`src/rtl/ioctl_upload_reader_if.sv`:
```
// Bundle of the hps_io upload side and the byte-wide memory read port.
// The reader sits on the slave side; the hps_io/memory environment drives the master side.
interface ioctl_upload_reader_if #(
    parameter int unsigned AW = 14
);
    logic          ioctl_upload;
    logic          ioctl_rd;
    logic [24:0]   ioctl_addr;
    logic [7:0]    ioctl_index;
    logic [7:0]    ioctl_din;
    logic          ioctl_wait;
    logic [AW-1:0] mem_addr;
    logic          mem_rd;
    logic          mem_ack;
    logic [7:0]    mem_dout;

    modport slave (
        input  ioctl_upload, ioctl_rd, ioctl_addr, ioctl_index, mem_ack, mem_dout,
        output ioctl_din, ioctl_wait, mem_addr, mem_rd
    );

    modport master (
        output ioctl_upload, ioctl_rd, ioctl_addr, ioctl_index, mem_ack, mem_dout,
        input  ioctl_din, ioctl_wait, mem_addr, mem_rd
    );
endinterface

```
`src/rtl/ioctl_upload_reader.sv`:
```
// Serves hps_io upload byte reads from a byte-wide memory. In-range reads for our index
// stall hps_io until the memory acks or a timeout expires. Other reads are answered at once.
module ioctl_upload_reader #(
    parameter int unsigned AW      = 14,
    parameter int unsigned SIZE    = 16384,
    parameter logic [7:0]  INDEX   = 8'd0,
    parameter int unsigned TIMEOUT = 255
) (
    input  logic                 clk_sys,
    input  logic                 reset,
    ioctl_upload_reader_if.slave bus,
    output logic                 upload_done,
    output logic                 upload_err,
    output logic [24:0]          byte_count
);
    localparam int unsigned TW = (TIMEOUT > 0) ? $clog2(TIMEOUT + 1) : 1;

    typedef enum logic [0:0] {StIdle, StFetch} state_e;

    state_e        state_q, state_d;
    logic [TW-1:0] timer_q, timer_d;
    logic [7:0]    din_q, din_d;
    logic          wait_q, wait_d;
    logic [AW-1:0] addr_q, addr_d;
    logic          rd_q, rd_d;
    logic          done_q, done_d;
    logic          err_q, err_d;
    logic [24:0]   count_q, count_d;
    logic          up_q, up_d;

    logic          in_range;
    logic          timer_expired;

    assign in_range      = ({7'd0, bus.ioctl_addr} < SIZE);
    assign timer_expired = (timer_q == TW'(TIMEOUT));

    // Next-state: session edges first, then per-state request handling.
    always_comb begin
        state_d = state_q;
        timer_d = timer_q;
        din_d   = din_q;
        wait_d  = wait_q;
        addr_d  = addr_q;
        rd_d    = rd_q;
        err_d   = err_q;
        count_d = count_q;
        up_d    = bus.ioctl_upload;
        done_d  = up_q & ~bus.ioctl_upload;

        // A new session restarts the statistics; a read in the same cycle counts on top.
        if (!up_q && bus.ioctl_upload) begin
            count_d = '0;
            err_d   = 1'b0;
        end

        case (state_q)
            StIdle: begin
                if (bus.ioctl_rd && bus.ioctl_upload) begin
                    if (bus.ioctl_index != INDEX) begin
                        din_d   = 8'h00;
                        count_d = count_d + 25'd1;
                    end else if (!in_range) begin
                        din_d   = 8'hFF;
                        count_d = count_d + 25'd1;
                    end else begin
                        addr_d  = bus.ioctl_addr[AW-1:0];
                        rd_d    = 1'b1;
                        wait_d  = 1'b1;
                        timer_d = '0;
                        state_d = StFetch;
                    end
                end
            end
            StFetch: begin
                if (!bus.ioctl_upload) begin
                    // Session ended under us: abandon the byte without counting it.
                    rd_d    = 1'b0;
                    wait_d  = 1'b0;
                    state_d = StIdle;
                end else if (bus.mem_ack) begin
                    din_d   = bus.mem_dout;
                    rd_d    = 1'b0;
                    wait_d  = 1'b0;
                    count_d = count_d + 25'd1;
                    state_d = StIdle;
                end else if (timer_expired) begin
                    din_d   = 8'hFF;
                    err_d   = 1'b1;
                    rd_d    = 1'b0;
                    wait_d  = 1'b0;
                    count_d = count_d + 25'd1;
                    state_d = StIdle;
                end else begin
                    timer_d = timer_q + TW'(1);
                end
            end
            default: state_d = StIdle;
        endcase
    end

    // State register with synchronous reset.
    always_ff @(posedge clk_sys) begin
        if (reset) begin
            state_q <= StIdle;
            timer_q <= '0;
            din_q   <= 8'h00;
            wait_q  <= 1'b0;
            addr_q  <= '0;
            rd_q    <= 1'b0;
            done_q  <= 1'b0;
            err_q   <= 1'b0;
            count_q <= '0;
            up_q    <= 1'b0;
        end else begin
            state_q <= state_d;
            timer_q <= timer_d;
            din_q   <= din_d;
            wait_q  <= wait_d;
            addr_q  <= addr_d;
            rd_q    <= rd_d;
            done_q  <= done_d;
            err_q   <= err_d;
            count_q <= count_d;
            up_q    <= up_d;
        end
    end

    assign bus.ioctl_din  = din_q;
    assign bus.ioctl_wait = wait_q;
    assign bus.mem_addr   = addr_q;
    assign bus.mem_rd     = rd_q;
    assign upload_done    = done_q;
    assign upload_err     = err_q;
    assign byte_count     = count_q;
endmodule

```
`src/flat_wrapper.sv`:
```
// flat-port wrapper written by rule: the top's interface ports become plain ports
module ioctl_upload_reader_flat 
#(
    parameter int unsigned AW      = 14,
    parameter int unsigned SIZE    = 16384,
    parameter logic [7:0]  INDEX   = 8'd0,
    parameter int unsigned TIMEOUT = 255
)
  (clk_sys, reset, upload_done, upload_err, byte_count, bus_ioctl_upload, bus_ioctl_rd, bus_ioctl_addr, bus_ioctl_index, bus_mem_ack, bus_mem_dout, bus_ioctl_din, bus_ioctl_wait, bus_mem_addr, bus_mem_rd);
  ioctl_upload_reader_if #(.AW(AW)) bus_i ();
  input  logic clk_sys;
  input  logic reset;
  output logic upload_done;
  output logic upload_err;
  output logic [24:0] byte_count;
  input wire logic [$bits(bus_i.ioctl_upload)-1:0] bus_ioctl_upload;
  input wire logic [$bits(bus_i.ioctl_rd)-1:0] bus_ioctl_rd;
  input wire logic [$bits(bus_i.ioctl_addr)-1:0] bus_ioctl_addr;
  input wire logic [$bits(bus_i.ioctl_index)-1:0] bus_ioctl_index;
  input wire logic [$bits(bus_i.mem_ack)-1:0] bus_mem_ack;
  input wire logic [$bits(bus_i.mem_dout)-1:0] bus_mem_dout;
  output wire logic [$bits(bus_i.ioctl_din)-1:0] bus_ioctl_din;
  output wire logic [$bits(bus_i.ioctl_wait)-1:0] bus_ioctl_wait;
  output wire logic [$bits(bus_i.mem_addr)-1:0] bus_mem_addr;
  output wire logic [$bits(bus_i.mem_rd)-1:0] bus_mem_rd;
  assign bus_i.ioctl_upload = bus_ioctl_upload;
  assign bus_i.ioctl_rd = bus_ioctl_rd;
  assign bus_i.ioctl_addr = bus_ioctl_addr;
  assign bus_i.ioctl_index = bus_ioctl_index;
  assign bus_i.mem_ack = bus_mem_ack;
  assign bus_i.mem_dout = bus_mem_dout;
  assign bus_ioctl_din = bus_i.ioctl_din;
  assign bus_ioctl_wait = bus_i.ioctl_wait;
  assign bus_mem_addr = bus_i.mem_addr;
  assign bus_mem_rd = bus_i.mem_rd;
  ioctl_upload_reader #(.AW(AW), .SIZE(SIZE), .INDEX(INDEX), .TIMEOUT(TIMEOUT)) u_core (.clk_sys(clk_sys), .reset(reset), .bus(bus_i), .upload_done(upload_done), .upload_err(upload_err), .byte_count(byte_count));
endmodule
```
`config.mk`:
```
export PLATFORM = sky130hd
export DESIGN_NAME = ioctl_upload_reader_flat
export DESIGN_NICKNAME = d
export VERILOG_FILES = /design/src/rtl/ioctl_upload_reader_if.sv /design/src/rtl/ioctl_upload_reader.sv /design/src/flat_wrapper.sv
export SDC_FILE = /design/constraint.sdc
export NUM_CORES = 1
export LEC_CHECK = 0
export CAP_MARGIN = 10
export CORE_ASPECT_RATIO = 0.8
export CORE_UTILIZATION = 48
export CTS_CLUSTER_DIAMETER = 200
export DETAILED_ROUTE_END_ITERATION = 8
export PLACE_DENSITY = 0.85
export SYNTH_ARGS = -nofsm -noshare
export SYNTH_HDL_FRONTEND = slang
export SYNTH_SLANG_ARGS = --single-unit
```
`constraint.sdc`:
```
create_clock -name clk_sys -period 3.9 [get_ports clk_sys]
set_input_delay 0.585 -clock clk_sys [delete_from_list [all_inputs] [get_ports clk_sys]]
set_output_delay 0.585 -clock clk_sys [all_outputs]
set_load 0.01 [all_outputs]
```
### Word-level counts from Yosys, hierarchy flattened

Cells that the tools add are included.

* bits in registers: 60
* word-level logic and storage cells: 75

* eq/ne operators: 10
* $lt $le $gt $ge: 1
* reductions and logical operators: 8
* multiplexer cells: 41
* $add $sub $neg: 2
* bitwise logic cells: 4

Operators by type and width (count)
* 2-to-1 mux 25 bit: 7
* 2-to-1 mux 8 bit: 12
* case mux 25 bit (2 select lines): 1
* case mux 8 bit (2 select lines): 2
* adder 25 x 1 -> 25 bit (second input constant): 1
* less-than comparator 25 x 15 -> 1 bit (second input constant): 1
* 2-to-1 mux 1 bit: 17
* AND reduction 4 bit: 3
* adder 8 x 1 -> 8 bit (second input constant): 1
* == test 8 bit (second input constant): 1
* != test 2 bit (second input constant): 4
* nonzero test 8 bit: 1
* != test 3 bit (second input constant): 2
* AND reduction 6 bit: 1
* != test 2 x 1 -> 1 bit (second input constant): 2
* != test 4 bit (second input constant): 1
* case mux 1 bit (2 select lines): 2
* NOT 1 bit: 3
* logical AND 1 bit: 2
* AND 1 bit: 1
* zero test 1 bit: 1

### Depth between registers and ports, before layout

* depth in word-level cells: 8
* depth in mapped cells: 9
* depth with buffers taken out: 8

### Least setup slack after synthesis

Ideal clock, no wire load.

* path type: input to register
* start point: in bus_ioctl_upload
* end point: reg u_core.count_q[22] (netlist: u_core.byte_count[22])
* setup slack: 1.145 ns
* library setup time: 0.121 ns
* data required time: 3.779 ns
* stages on the path: 9
* arrival: 2.633 ns
* path buffers: 1
* cell sequence: nand2b_2 > clkbuf_1 > and2_1 > ha_1 > nand2_1 > or4_4 > a211oi_4 > nand3_2 > mux2_4

* longest elaborated chain between the ends: 7
* elaborated cells between the ends (all ways): 11

RTL lines
* from (decl): RTL line flat_wrapper.sv:16 `input wire logic [$bits(bus_i.ioctl_upload)-1:0] bus_ioctl_upload;`
* logical AND 1 bit: RTL line ioctl_upload_reader.sv:51 `if (!up_q && bus.ioctl_upload) begin`
* 2-to-1 mux 25 bit: RTL line ioctl_upload_reader.sv:51
* adder 25 x 1 -> 25 bit
* 2-to-1 mux 25 bit (on tied branches): RTL line ioctl_upload_reader.sv:86, ioctl_upload_reader.sv:62
* 2-to-1 mux 25 bit (on tied branches): RTL line ioctl_upload_reader.sv:80, ioctl_upload_reader.sv:59
* 2-to-1 mux 25 bit (on tied branches): RTL line ioctl_upload_reader.sv:75, ioctl_upload_reader.sv:58
* case mux 25 bit (2 select lines) (*): RTL line ioctl_upload_reader.sv:56 `case (state_q)`
* to (signal assigned): RTL line ioctl_upload_reader.sv:123 `count_q <= count_d;`
* to (decl): RTL line ioctl_upload_reader.sv:28 `logic [24:0] count_q, count_d;`

Mark *: on every way between the ends. The rest lies on a longest branch, timed or not.
A chain may end at the register's enable or synchronous reset.

### Worst setup path after layout

Same ends and word-level chain as after synthesis.

==> reports/metrics.csv <==
metric,value,unit
wirelength,7.02,mm
r2r_cells,8,
holdPathStages,2,
cts_setup_buffers,0,
worstHoldStart,u_core.bus.ioctl_din[2],
synth_edf_count,0,
p_sw_share,23.2,%
async_flop_share,0,%
overflow,0,
avgSynthCellArea,8.43,µm²
slew_violations,0,
finalSetupTns,0,ns
synth_cell_type_count,47,
critPathArrivalTime,3.27,ns
tightest_slew,0.973,ns
rsz0062_at_grt,no,
clock_latency,0.34,ns
numCtsBuffers,9,
synth_ff_type,dfxtp_1,
holdPathEnd,u_core.bus.ioctl_din[2],
ys_ff_latch,60,
p_comb_share,6.6,%
n_antenna_cell,0,
antenna_found_initial,0,
synthToLayoutAreaGrowth,43.3,%
cp.required,4.13,ns
initial_utilization,49.8,%
cts_tree,built,
firstDrtPassIters,4,
grt_pass1_vias,2515,
critical_path_buf_inv_count,1,
status,finished clean,
drive_above_1_share,7.86,%
synth_compound_area_share,19.0,%
gp_congestion,0.851,
synth_nets,371,
crit_family,simple AND/OR/NAND/NOR gates,
r2r-start,u_core.up_q,
netlist_area,2720,µm²
grt_max_degree,39,
dieHeight,69.4,µm
grt_first_pass_wirelength,11.4,mm
wire_per_inst,14.1,µm
clock_sinks,60,
endpoint_kind,flop,
busiest_layer,met2,
yosysTopAreaCell,dfxtp_1,
synth_top_family_by_area,simple AND/OR/NAND/NOR gates,
total_power,0.00121,W
grt.met1_usage,29.8,%
synth_simple_gate_area_share,24.8,%
p_int,0.000926,W
yosys_warnings,0,
start_kind,primary input,
viasPerCell,5.34,
power_switching,0.000280,W
synth_xor_area_share,7.07,%
clkPwrFrac,42.3,%
grt_usage,24.6,%
skew,0.00978,ns
clk_pin_slew_worst_paths,0.07,ns
dieArea,5980,µm²
worst_slew_margin_rel,35.1,%
grt_util_met2,40.0,%
max_cap_violations,0,
rows,24,
dp_hpwl,5.09,mm
htree_levels,3,
yosys.area_share.adder,0.919,%
vias,2658,
fin_crit,3.04,ns
syn_inst,323,
worst_path_max_delay_cell,or4_4,
timing.rr.end,u_core.byte_count[22],
r2r_slack,1.32,ns
gr-usage-met3,7.74,%
worstSetupPathType,primary input to flop,
drc,0,
postCtsHoldBufs,0,
p_per_area,309,nW/µm²
finalHoldViolCount,0,
setup_viol,0,
seq_area_frac_synth,44.1,%
critPathMaxStageDelay,0.56,ns
min_period_over_period,77.9,%
total_leakage_power,1.23,nW
synth_area_leaders,"dfxtp_1 (44%), nand2_1 (8.4%), a21oi_1 (6.8%)",
synth_top_area_share,44.1,%
ant_nets,0,
max_clock_freq,0.329,GHz
worst_ir_drop_vdd,0.000230,V
cts_resized,0,
seqPwrFrac,51.0,%
first_iter_violations,186,
cts_buffer_depth,2,
hold_path.class,flop to flop,
crit_fanout,15,
boundaryPins,97,
cts_root_buffer,clkbuf_8,
num-nets-final,463,
portBuffers,96,
yosys-mux-area-fraction,0.551,%
fp.dieW,86.2,µm
path_cells,clkdlybuf4s50_1 > nand2b_2 > and2_1 > ha_1 > nand2_1 > or4_4 > a211oi_4 > nand3_2 > mux2_4,
core_area,5470,µm²
-- power by group through the flow --
| stage | combinational [W] | sequential (W) | clock, W |
|---|---|---|---|
| final | 0.0000801 | 0.000615 | 0.000510 |
| after global routing | 0.0000860 | 0.000615 | 0.000546 |
| after CTS | 0.0000799 | 0.000615 | 0.000521 |
| after detailed placement | 0.0000794 | 0.000629 | 0 |
| after global placement | 0.0000783 | 0.000629 | 0 |
| after floorplan | 0.0000261 | 0.000630 | 0 |
-- worst min-delay path: stages (launching register included) --
cell     delay (ns)
dfxtp_1        0.31
nand2_1        0.05
a21oi_1        0.05
-- worst max-delay path by stage --
stage / to / from / cells after the start / slack (ns)
floorplan: u_core.byte_count[22] / bus_ioctl_upload / 9 / 1.15
finish: u_core.byte_count[22] / bus_ioctl_upload / 9 / 0.86
detailed placement: u_core.byte_count[22] / bus_ioctl_upload / 9 / 0.56
global placement: u_core.byte_count[22] / bus_ioctl_upload / 9 / 0.63
global route: u_core.byte_count[22] / bus_ioctl_upload / 9 / 0.74
CTS: u_core.byte_count[22] / bus_ioctl_upload / 9 / 0.91
-- cell usage after synthesis (3+ instances only) --
library cell,count
dfxtp_1,60
xor2_1,6
a21o_1,3
nand2_1,61
nor4_1,6
buf_2,3
or3_1,3
a21oi_1,37
and3_1,3
a2111oi_2,6
nand3_1,14
xnor2_1,16
inv_1,6
and2_1,4
clkbuf_1,10
nor3_1,3
nor2_1,32
nand4_1,5
o211ai_1,8
-- logic make-up after synthesis --
family          Yosys count
mux                       1
buf+inv                  22
compound gates           71
flops                    60
simple gates            145
xor+xnor                 22
fa+ha+maj                 2
-- cells in the final DEF (no fill, tap or decap), types with 4 or more instances in the layout --
cell type and instances:
a21oi_1 37, o211ai_1 8, inv_1 6, nand2_1 61
clkbuf_8 11, a2111oi_2 6, and2_1 4, nor2_1 32
nand4_1 5, nand3_1 14, clkdlybuf4s50_1 96, dfxtp_1 60
nor4_1 6, xnor2_1 16, xor2_1 6
-- registers in the layout, summed over array words and instances, names as in the netlist --
| name | count |
|---|---|
| u_core.byte_count | 25 |
| u_core.bus.mem_addr | 14 |
| u_core.bus.ioctl_din | 8 |
| u_core.timer_q | 8 |
| u_core.bus.mem_rd | 1 |
| u_core.state_q | 1 |
| u_core.up_q | 1 |
| u_core.upload_done | 1 |
| u_core.upload_err | 1 |
-- routing by layer --
metal  vias up  part of all wire [%]
li1       1313                     -
met1      1253                    43
met2        80                    48
met3        12                   7.1
met4         0                   1.6
met5         -                     0
-- area by class of cell --
cell class / count / area, µm²
clock buffer: 11 / 151
clock inverter: 5 / 36.3
fill: 435 / 1560
inverter: 6 / 22.5
multi-input combinational: 241 / 1430
sequential: 60 / 1200
tap: 78 / 97.6
timing repair buffer: 97 / 968
-- stage by stage --
stage	cell area [µm²]	setup slack (ns)	utilization, %	hold slack (ns)	std cells
floorplan	2720	1.15	-	0.448	323
global placement	3710	0.628	68.0	0.439	482
detailed placement	3710	0.565	68.0	0.446	482
CTS	3900	0.910	71.4	0.455	498
global route	3900	0.738	71.4	0.479	498
finish	3900	0.861	71.4	0.452	498
Note: power is estimated with default switching activity, not from simulation.
